### src/rtl/tcm_obi_arbiter.sv
// Two-master OBI arbiter onto TCM port A: round-robin grant, window range check,
// and routing of the one-cycle-later response back to the owning master.
module tcm_obi_arbiter #(
    parameter logic [31:0] BASE_ADDR = 32'h0001_0000,
    parameter int unsigned MEM_SIZE  = 1024
) (
    input  logic        clk_i,
    input  logic        rst_ni,
    input  logic        m0_req_i,
    output logic        m0_gnt_o,
    input  logic [31:0] m0_addr_i,
    input  logic        m0_we_i,
    input  logic [3:0]  m0_be_i,
    input  logic [31:0] m0_wdata_i,
    output logic        m0_rvalid_o,
    output logic [31:0] m0_rdata_o,
    output logic        m0_err_o,
    input  logic        m1_req_i,
    output logic        m1_gnt_o,
    input  logic [31:0] m1_addr_i,
    input  logic        m1_we_i,
    input  logic [3:0]  m1_be_i,
    input  logic [31:0] m1_wdata_i,
    output logic        m1_rvalid_o,
    output logic [31:0] m1_rdata_o,
    output logic        m1_err_o,
    output logic        tcm_req_o,
    output logic        tcm_we_o,
    output logic [3:0]  tcm_be_o,
    output logic [31:0] tcm_addr_o,
    output logic [31:0] tcm_wdata_o,
    input  logic        tcm_rvalid_i,
    input  logic [31:0] tcm_rdata_i
);

    localparam logic [31:0] WINDOW_BYTES = 32'(4 * MEM_SIZE);

    typedef enum logic {
        MST0 = 1'b0,
        MST1 = 1'b1
    } master_e;

    master_e     prio_q;
    master_e     resp_owner_q;
    logic        resp_valid_q;
    logic        resp_err_q;

    logic        any_gnt;
    master_e     sel;
    logic [31:0] sel_addr;
    logic [31:0] off;
    logic        in_range;

    // The TCM response valid is implied by the fixed one-cycle latency.
    logic        unused_bits;
    assign unused_bits = ^{tcm_rvalid_i, off[1:0]};

    // Grant selection: single requester wins, otherwise the priority master.
    always_comb begin
        m0_gnt_o = 1'b0;
        m1_gnt_o = 1'b0;
        if (m0_req_i && m1_req_i) begin
            if (prio_q == MST0) begin
                m0_gnt_o = 1'b1;
            end else begin
                m1_gnt_o = 1'b1;
            end
        end else if (m0_req_i) begin
            m0_gnt_o = 1'b1;
        end else if (m1_req_i) begin
            m1_gnt_o = 1'b1;
        end else begin
            m0_gnt_o = 1'b0;
        end
    end

    assign any_gnt  = m0_gnt_o | m1_gnt_o;
    assign sel      = m1_gnt_o ? MST1 : MST0;
    assign sel_addr = m1_gnt_o ? m1_addr_i : m0_addr_i;
    // Unsigned wrap makes addresses below the base land far out of range.
    assign off      = sel_addr - BASE_ADDR;
    assign in_range = any_gnt && (off < WINDOW_BYTES);

    // TCM request path, zeroed whenever no access is forwarded.
    always_comb begin
        tcm_req_o   = 1'b0;
        tcm_we_o    = 1'b0;
        tcm_be_o    = 4'b0000;
        tcm_addr_o  = 32'h0000_0000;
        tcm_wdata_o = 32'h0000_0000;
        if (in_range) begin
            tcm_req_o   = 1'b1;
            tcm_addr_o  = {off[31:2], 2'b00};
            tcm_we_o    = (sel == MST1) ? m1_we_i    : m0_we_i;
            tcm_be_o    = (sel == MST1) ? m1_be_i    : m0_be_i;
            tcm_wdata_o = (sel == MST1) ? m1_wdata_i : m0_wdata_i;
        end else begin
            tcm_req_o = 1'b0;
        end
    end

    // Round-robin pointer and the pending-response record.
    always_ff @(posedge clk_i or negedge rst_ni) begin
        if (!rst_ni) begin
            prio_q       <= MST0;
            resp_valid_q <= 1'b0;
            resp_owner_q <= MST0;
            resp_err_q   <= 1'b0;
        end else begin
            resp_valid_q <= any_gnt;
            resp_err_q   <= any_gnt && !in_range;
            if (any_gnt) begin
                prio_q       <= (sel == MST0) ? MST1 : MST0;
                resp_owner_q <= sel;
            end else begin
                prio_q       <= prio_q;
                resp_owner_q <= resp_owner_q;
            end
        end
    end

    // Response steering; error responses never expose TCM data.
    always_comb begin
        m0_rvalid_o = resp_valid_q && (resp_owner_q == MST0);
        m1_rvalid_o = resp_valid_q && (resp_owner_q == MST1);
        m0_err_o    = m0_rvalid_o && resp_err_q;
        m1_err_o    = m1_rvalid_o && resp_err_q;
        m0_rdata_o  = (m0_rvalid_o && !resp_err_q) ? tcm_rdata_i : 32'h0000_0000;
        m1_rdata_o  = (m1_rvalid_o && !resp_err_q) ? tcm_rdata_i : 32'h0000_0000;
    end

endmodule

### config.mk
export PLATFORM = sky130hd
export DESIGN_NAME = tcm_obi_arbiter
export DESIGN_NICKNAME = d
export VERILOG_FILES = /design/src/rtl/tcm_obi_arbiter.sv
export SDC_FILE = /design/constraint.sdc
export NUM_CORES = 1
export LEC_CHECK = 0
export CAP_MARGIN = 20
export CORE_AREA = 2 2 121 123
export DETAILED_ROUTE_END_ITERATION = 10
export DIE_AREA = 0 0 123 125
export PLACE_DENSITY = 0.66
export SLEW_MARGIN = 20
export SYNTH_ARGS = -nofsm -noshare
export SYNTH_HDL_FRONTEND = slang
export SYNTH_SLANG_ARGS = --single-unit
### constraint.sdc
create_clock -name clk_i -period 5.95 [get_ports clk_i]
set_clock_uncertainty 0.05 [all_clocks]
set_input_delay 1.19 -clock clk_i [delete_from_list [all_inputs] [get_ports clk_i]]
set_output_delay 1.19 -clock clk_i [all_outputs]
set_load 0.005 [all_outputs]
==> flow_summary.ini, run 1 <==
[outcome]
status = finished clean

[final_layout]
stdcell_count = 832
drive_above_1_share = 0.1620
nets = 827
final_core_util = 0.4228
diodes = 0
area_delta_synth_final_pct = 130.2

[critical_path]
rr_endpoint = resp_err_q$_DFF_PN0_
crit_start = m0_req_i
endpoint = tcm_we_o
required_ns = 4.71
end_kind = output port
r2r_start = prio_q$_DFFE_PN0P_
setup.worst_path.start_class = primary input
r2r_slack_ns = 3.30
reg2reg_depth = 12
cp_max_fo = 13
critical_path_class = in -> out
cp.arrival_ns = 4.56

[route]
ant_nets = 0
vias_per_cell = 4.464
via_count = 3714
totalWireLength_um = 12510
drt_iter0_drc = 80
drt-wirelength-per-cell_um = 15.04
drt_pass1_iterations = 4
drc = 0

[timing]
post-route-period-util = 0.9740
holdWs_ns = 0.4638
fin_ws_ns = 0.1549
maxSlewViolCount = 0
fmax_mhz = 172.6
tightest_slew_ns = 0.6868
setup-violations-final = 0
period_needed_ns = 5.795
relSlewSlack = 0.5410
hold_viol_final = 0

[power_and_ir_drop]
finalPower_uw = 431.1
p_leak_uw = 0.002634
p_per_area_nw_per_um2 = 71.79
irDropWorstVdd_uv = 74.10

[floorplan]
coreArea_sq_um = 14200
die_x_um = 123
dieArea_sq_um = 15380
ios = 315
die_height_um = 125
start_util = 0.1837
fp-row-count = 44

[min_path]
worstHoldPathType = reg -> reg
holdPathStages = 1

[placed_design]
dp_cells = 829
globalplace.congestion = 0.9066
dp_worst_setup_slack_ns = -0.05423
port_buffers = 289
place_hpwl_um = 10280

[run]
cap_violations = 0

[synth]
yosysSeqAreaShare = 0.03837
synth_top_area_frac = 0.2590
netlist_area_sq_um = 2609
ys_types = 46
async_reset_ff_frac = 1.000
yosysWarnings = 0
yosysMostFrequentCell = nand2_1
synth_commonest_cells = nand2_1, and2_1, a2111oi_2
synthCells = 353
yosys.area.top_type = a2111oi_2
synth-seq-cells = 4
synthFlopType = dfrtp_1
yosys-top-cells-area = a2111oi_2, and2_1, nand2_1, buf_4, buf_6
synth_edf_count = 0
synth.avg_cell_area_sq_um = 7.390

[clock_tree]
cts_sinks = 4
cts_htree_levels = 1
insertion_delay_ns = 0.22
cts_buffer_depth = 2
root_buffer = clkbuf_16
numCtsBuffers = 3
tritoncts = done
clkSlewWorstSetupHoldPaths_ns = 0.03
cts_setup_buffers = 0

[global_routing]
grt_pass1_vias = 3689
grt_max_degree = 50
grt_pass1_wl_um = 18550
grt.total_usage = 0.1476
antenna_found_initial = 0
grt_overflow = 0
[power by group]
part           total (uW)  internal (uW)  switching, uW  leakage, uW
sequential           32.6           29.9           2.65    0.0000432
clock                 103           85.7           17.1    0.0000370
combinational         296            173            123      0.00255
[what timing repair did]
item                                    in CTS  in global routing
endpoints found under the setup margin      23                 45
hold buffers                                 0                  0
pin swaps                                    0                  2
gates resized for setup                      5                 43
[routing by layer]
| layer | vias to the layer above | global-route usage | routed length (um) |
|---|---|---|---|
| li1 | 1806 | - | - |
| met1 | 1698 | 0.1636 | 4646 |
| met2 | 190 | 0.2915 | 6670 |
| met3 | 20 | 0.01916 | 917 |
| met4 | 0 | 0.03075 | 278 |
| met5 | - | 0 | 0 |
[layout by cell type (no fill, tap or decap), drive strengths merged, types with 2 or more instances in the layout]
master | synthesis | routed
clkbuf | 22 | 3
or3 | 4 | 4
xor2 | 3 | 3
nor3b | 2 | 2
nor2 | 4 | 4
xnor2 | 6 | 6
dfrtp | 4 | 4
o22ai | 3 | 3
inv | 3 | 3
a2111oi | 49 | 49
dlygate4sd2 | 0 | 2
a21o | 2 | 2
nor2b | 3 | 3
nor4b | 2 | 2
mux2i | 5 | 5
dlymetal6s2s | 0 | 32
conb | 1 | 20
ha | 2 | 2
nand2 | 100 | 100
a21oi | 6 | 6
clkdlybuf4s50 | 0 | 255
nor3 | 7 | 7
nand3 | 2 | 2
and3 | 2 | 2
nand3b | 5 | 5
o21ai | 2 | 2
buf | 31 | 37
nor4 | 6 | 6
and2 | 66 | 66
[area by class of cell]
| type | instances | area, sq um |
|---|---|---|
| Timing Repair Buffer | 326 | 3289 |
| Sequential cell | 4 | 100.1 |
| Multi-Input combinational cell | 311 | 2296 |
| Clock buffer | 3 | 75.07 |
| Fill cell | 1387 | 8198 |
| Tap cell | 184 | 230.2 |
| Inverter | 4 | 15.01 |
[flip-flops by register name, indices dropped and copies added, names as in the netlist]
register / cells
resp_owner_q: 1
resp_err_q: 1
prio_q: 1
resp_valid_q: 1
[logic make-up (layout without fill, tap and decap cells)]
group / count (synthesis) / in the layout / synth area share
AO/OA/AOI/OAI: 68 / 68 / 0.3453
XOR/XNOR: 9 / 9 / 0.03022
adder cells (fa/ha/maj): 2 / 2 / 0.009591
buffers and inverters: 57 / 333 / 0.1415
flip-flops: 4 / 4 / 0.03837
multiplexers: 6 / 6 / 0.02350
other: 1 / 20 / 0.001437
AND/OR/NAND/NOR: 206 / 206 / 0.4101
[worst min path at each step]
stage | start | endpoint
2_1_floorplan | prio_q$_DFFE_PN0P_ | prio_q$_DFFE_PN0P_
3_3_place_gp | prio_q$_DFFE_PN0P_ | prio_q$_DFFE_PN0P_
3_5_place_dp | prio_q$_DFFE_PN0P_ | prio_q$_DFFE_PN0P_
4_1_cts | prio_q$_DFFE_PN0P_ | prio_q$_DFFE_PN0P_
5_1_grt | prio_q$_DFFE_PN0P_ | prio_q$_DFFE_PN0P_
6_report | prio_q$_DFFE_PN0P_ | prio_q$_DFFE_PN0P_
[stage by stage]
step / setup TNS [ns] / cell area (sq um)
2_1_floorplan: 0 / 2680
3_3_place_gp: 0 / 5772
3_5_place_dp: -0.2533 / 5772
4_1_cts: 0 / 5858
5_1_grt: -0.02728 / 6006
6_report: 0 / 6006
[worst max-delay path: stages]
cell and delay (ns):
clkdlybuf4s50_1 0.54, nand2b_4 0.08, nand2_4 0.13, mux2i_4 0.28, ha_4 0.17, nor3b_4 0.18, xnor2_1 0.14, mux2i_1 0.13
a2111oi_4 0.34, nand4_4 0.16, buf_12 0.18, a2111oi_0 0.43, clkdlybuf4s50_1 0.60
Power figures use the tool's default switching activity.
==> run 2, diff against run 1 <==
--- a/config.mk
+++ b/config.mk
@@ -6,10 +6,11 @@
 export NUM_CORES = 1
 export LEC_CHECK = 0
 export CAP_MARGIN = 20
-export CORE_AREA = 2 2 121 123
+export CORE_AREA = 2 2 122 124
 export DETAILED_ROUTE_END_ITERATION = 10
-export DIE_AREA = 0 0 123 125
-export PLACE_DENSITY = 0.66
+export DIE_AREA = 0 0 124 126
+export DONT_BUFFER_PORTS = 1
+export PLACE_DENSITY = 0.37
 export SLEW_MARGIN = 20
 export SYNTH_ARGS = -nofsm -noshare
 export SYNTH_HDL_FRONTEND = slang
==> constraint.sdc (replaced) <==
create_clock -name clk_i -period 6 [get_ports clk_i]
set_clock_uncertainty 0.05 [all_clocks]
set_input_delay 1.2 -clock clk_i [delete_from_list [all_inputs] [get_ports clk_i]]
set_output_delay 1.2 -clock clk_i [all_outputs]
set_load 0.005 [all_outputs]
==> flow_summary.ini, run 2 (same netlist as run 1, synthesis figures left out) <==
[placed_design]
dp_cells = 522
globalplace.congestion = 0.7613
place_hpwl_um = 9331
port_buffers = 0
dpl_cell_area_sq_um = 2719

[route]
via_count = 2639
drc = 0
drt_pass1_iterations = 4
drt_iter0_drc = 92
vias_per_cell = 5.027
drt-wirelength-per-cell_um = 21.20
ant_nets = 0
totalWireLength_um = 11130

[power_and_ir_drop]
clkPwrFrac = 0.396
pwr-share-comb = 0.480
power.internal_uw = 155.0
p_per_area_nw_per_um2 = 93.09
irDropWorstVdd_uv = 72.93
power_switching_uw = 105.1
switching_share = 0.4040
p_leak_uw = 0.0008570
power_frac_seq = 0.124

[outcome]
status = finished clean

[final_layout]
final_cell_mix = nand2_1, and2_1, a2111oi_2, conb_1, buf_4
diodes = 0
fillCellCount = 1637
nets = 520
area_delta_synth_final_pct = 7.098
stdcell_count = 525
final_core_util = 0.1952
fin_area_sq_um = 2794
final_common_cell = nand2_1
drive_above_1_share = 0.2317

[global_routing]
grt.total_usage = 0.1270
grt_pass1_wl_um = 14950
grt_pass1_vias = 2385
antenna_found_initial = 1
grt_max_degree = 60
grt_overflow = 0

[critical_path]
critical_path_class = in -> out
cp.arrival_ns = 4.33
crit_slowest_cell = buf_4
required_ns = 4.75
setup.worst_path.start_class = primary input
cpMostUsedCell = buf_4
crit_chain = nand2b_4, nand2_2, buf_4, clkinv_1, o32ai_1, a21oi_1, o2111ai_4, buf_4, a2111oi_2, buf_4
path_buf_inv = 4
crit_family = buffers and inverters
end_kind = output port
cp_max_fo = 59
cpPeakStageDelay_ns = 0.57

[timing]
relSlewSlack = 0.4594
setup_tns_ns = 0
grt_setup_unrepaired = false
tightest_slew_ns = 0.8109
maxSlewViolCount = 0
period_needed_ns = 5.583
fmax_mhz = 179.1
post-route-period-util = 0.9306
hold_viol_final = 0
setup-violations-final = 0

[clock_tree]
cts_htree_levels = 1
root_buffer = clkbuf_16
numCtsBuffers = 3
hold_buffers = 0
cts_buffer_depth = 2
cts-resized-gates = 0
cts_setup_buffers = 0
tritoncts = done
clkSlewWorstSetupHoldPaths_ns = 0.03
insertion_delay_ns = 0.22
cts_sinks = 4

[floorplan]
die_height_um = 126
dieArea_sq_um = 15620
ios = 315
coreArea_sq_um = 14310
die_x_um = 124
start_util = 0.1823
fp-row-count = 44

[run]
cap_violations = 0

[min_path]
worstHoldPathType = reg -> reg
run 2: area by class of cell:
cell class	instances	area, sq um	share of cell area
timing repair buffer	19	155.1	0.05553
sequential	4	100.1	0.03583
clock buffer	3	75.07	0.02687
inverter	4	15.01	0.005374
multi-input combinational	311	2218	0.7940
tap	184	230.2	0.08240
run 2: path summary, 6_finish.rpt:
kind	startpoint	to	slack, ns	depth (start not counted)
min in group asynchronous	rst_ni	prio_q$_DFFE_PN0P_	0.62	0
max in group asynchronous	rst_ni	resp_owner_q$_DFFE_PN0P_	5.21	0
worst max register to register	prio_q$_DFFE_PN0P_	resp_err_q$_DFF_PN0_	2.64	9
worst max-delay path	m0_req_i	tcm_wdata_o[5]	0.42	10
worst min-delay path	prio_q$_DFFE_PN0P_	prio_q$_DFFE_PN0P_	0.46	1
worst min register to register	prio_q$_DFFE_PN0P_	prio_q$_DFFE_PN0P_	0.46	1
run 2: metal layers:
metal,GRT usage,part of all wire,vias up
met3,0.02763,0.10,4
met2,0.2450,0.53,208
met5,0,0,-
met4,0.01652,0.0061,0
li1,-,-,1187
met1,0.1436,0.37,1240
run 2: per-stage QoR:
step                      setup slack, ns  total power, uW  hold slack [ns]
after global routing               0.1059            281.1           0.4918
final                              0.4167            260.1           0.4615
after global placement             0.3779            155.8           0.4570
after floorplan                    0.6876            147.2           0.4158
after detailed placement           0.3437            158.6           0.4560
after CTS                          0.3206            264.1           0.4710
run 2: power groups by stage:
stage	Clock (uW)	Sequential (uW)	Combinational, uW
after floorplan	0	31.5	116
after global placement	0	32.4	123
after detailed placement	0	32.4	126
after CTS	105	32.2	127
after global routing	108	32.5	140
final	103	32.1	125
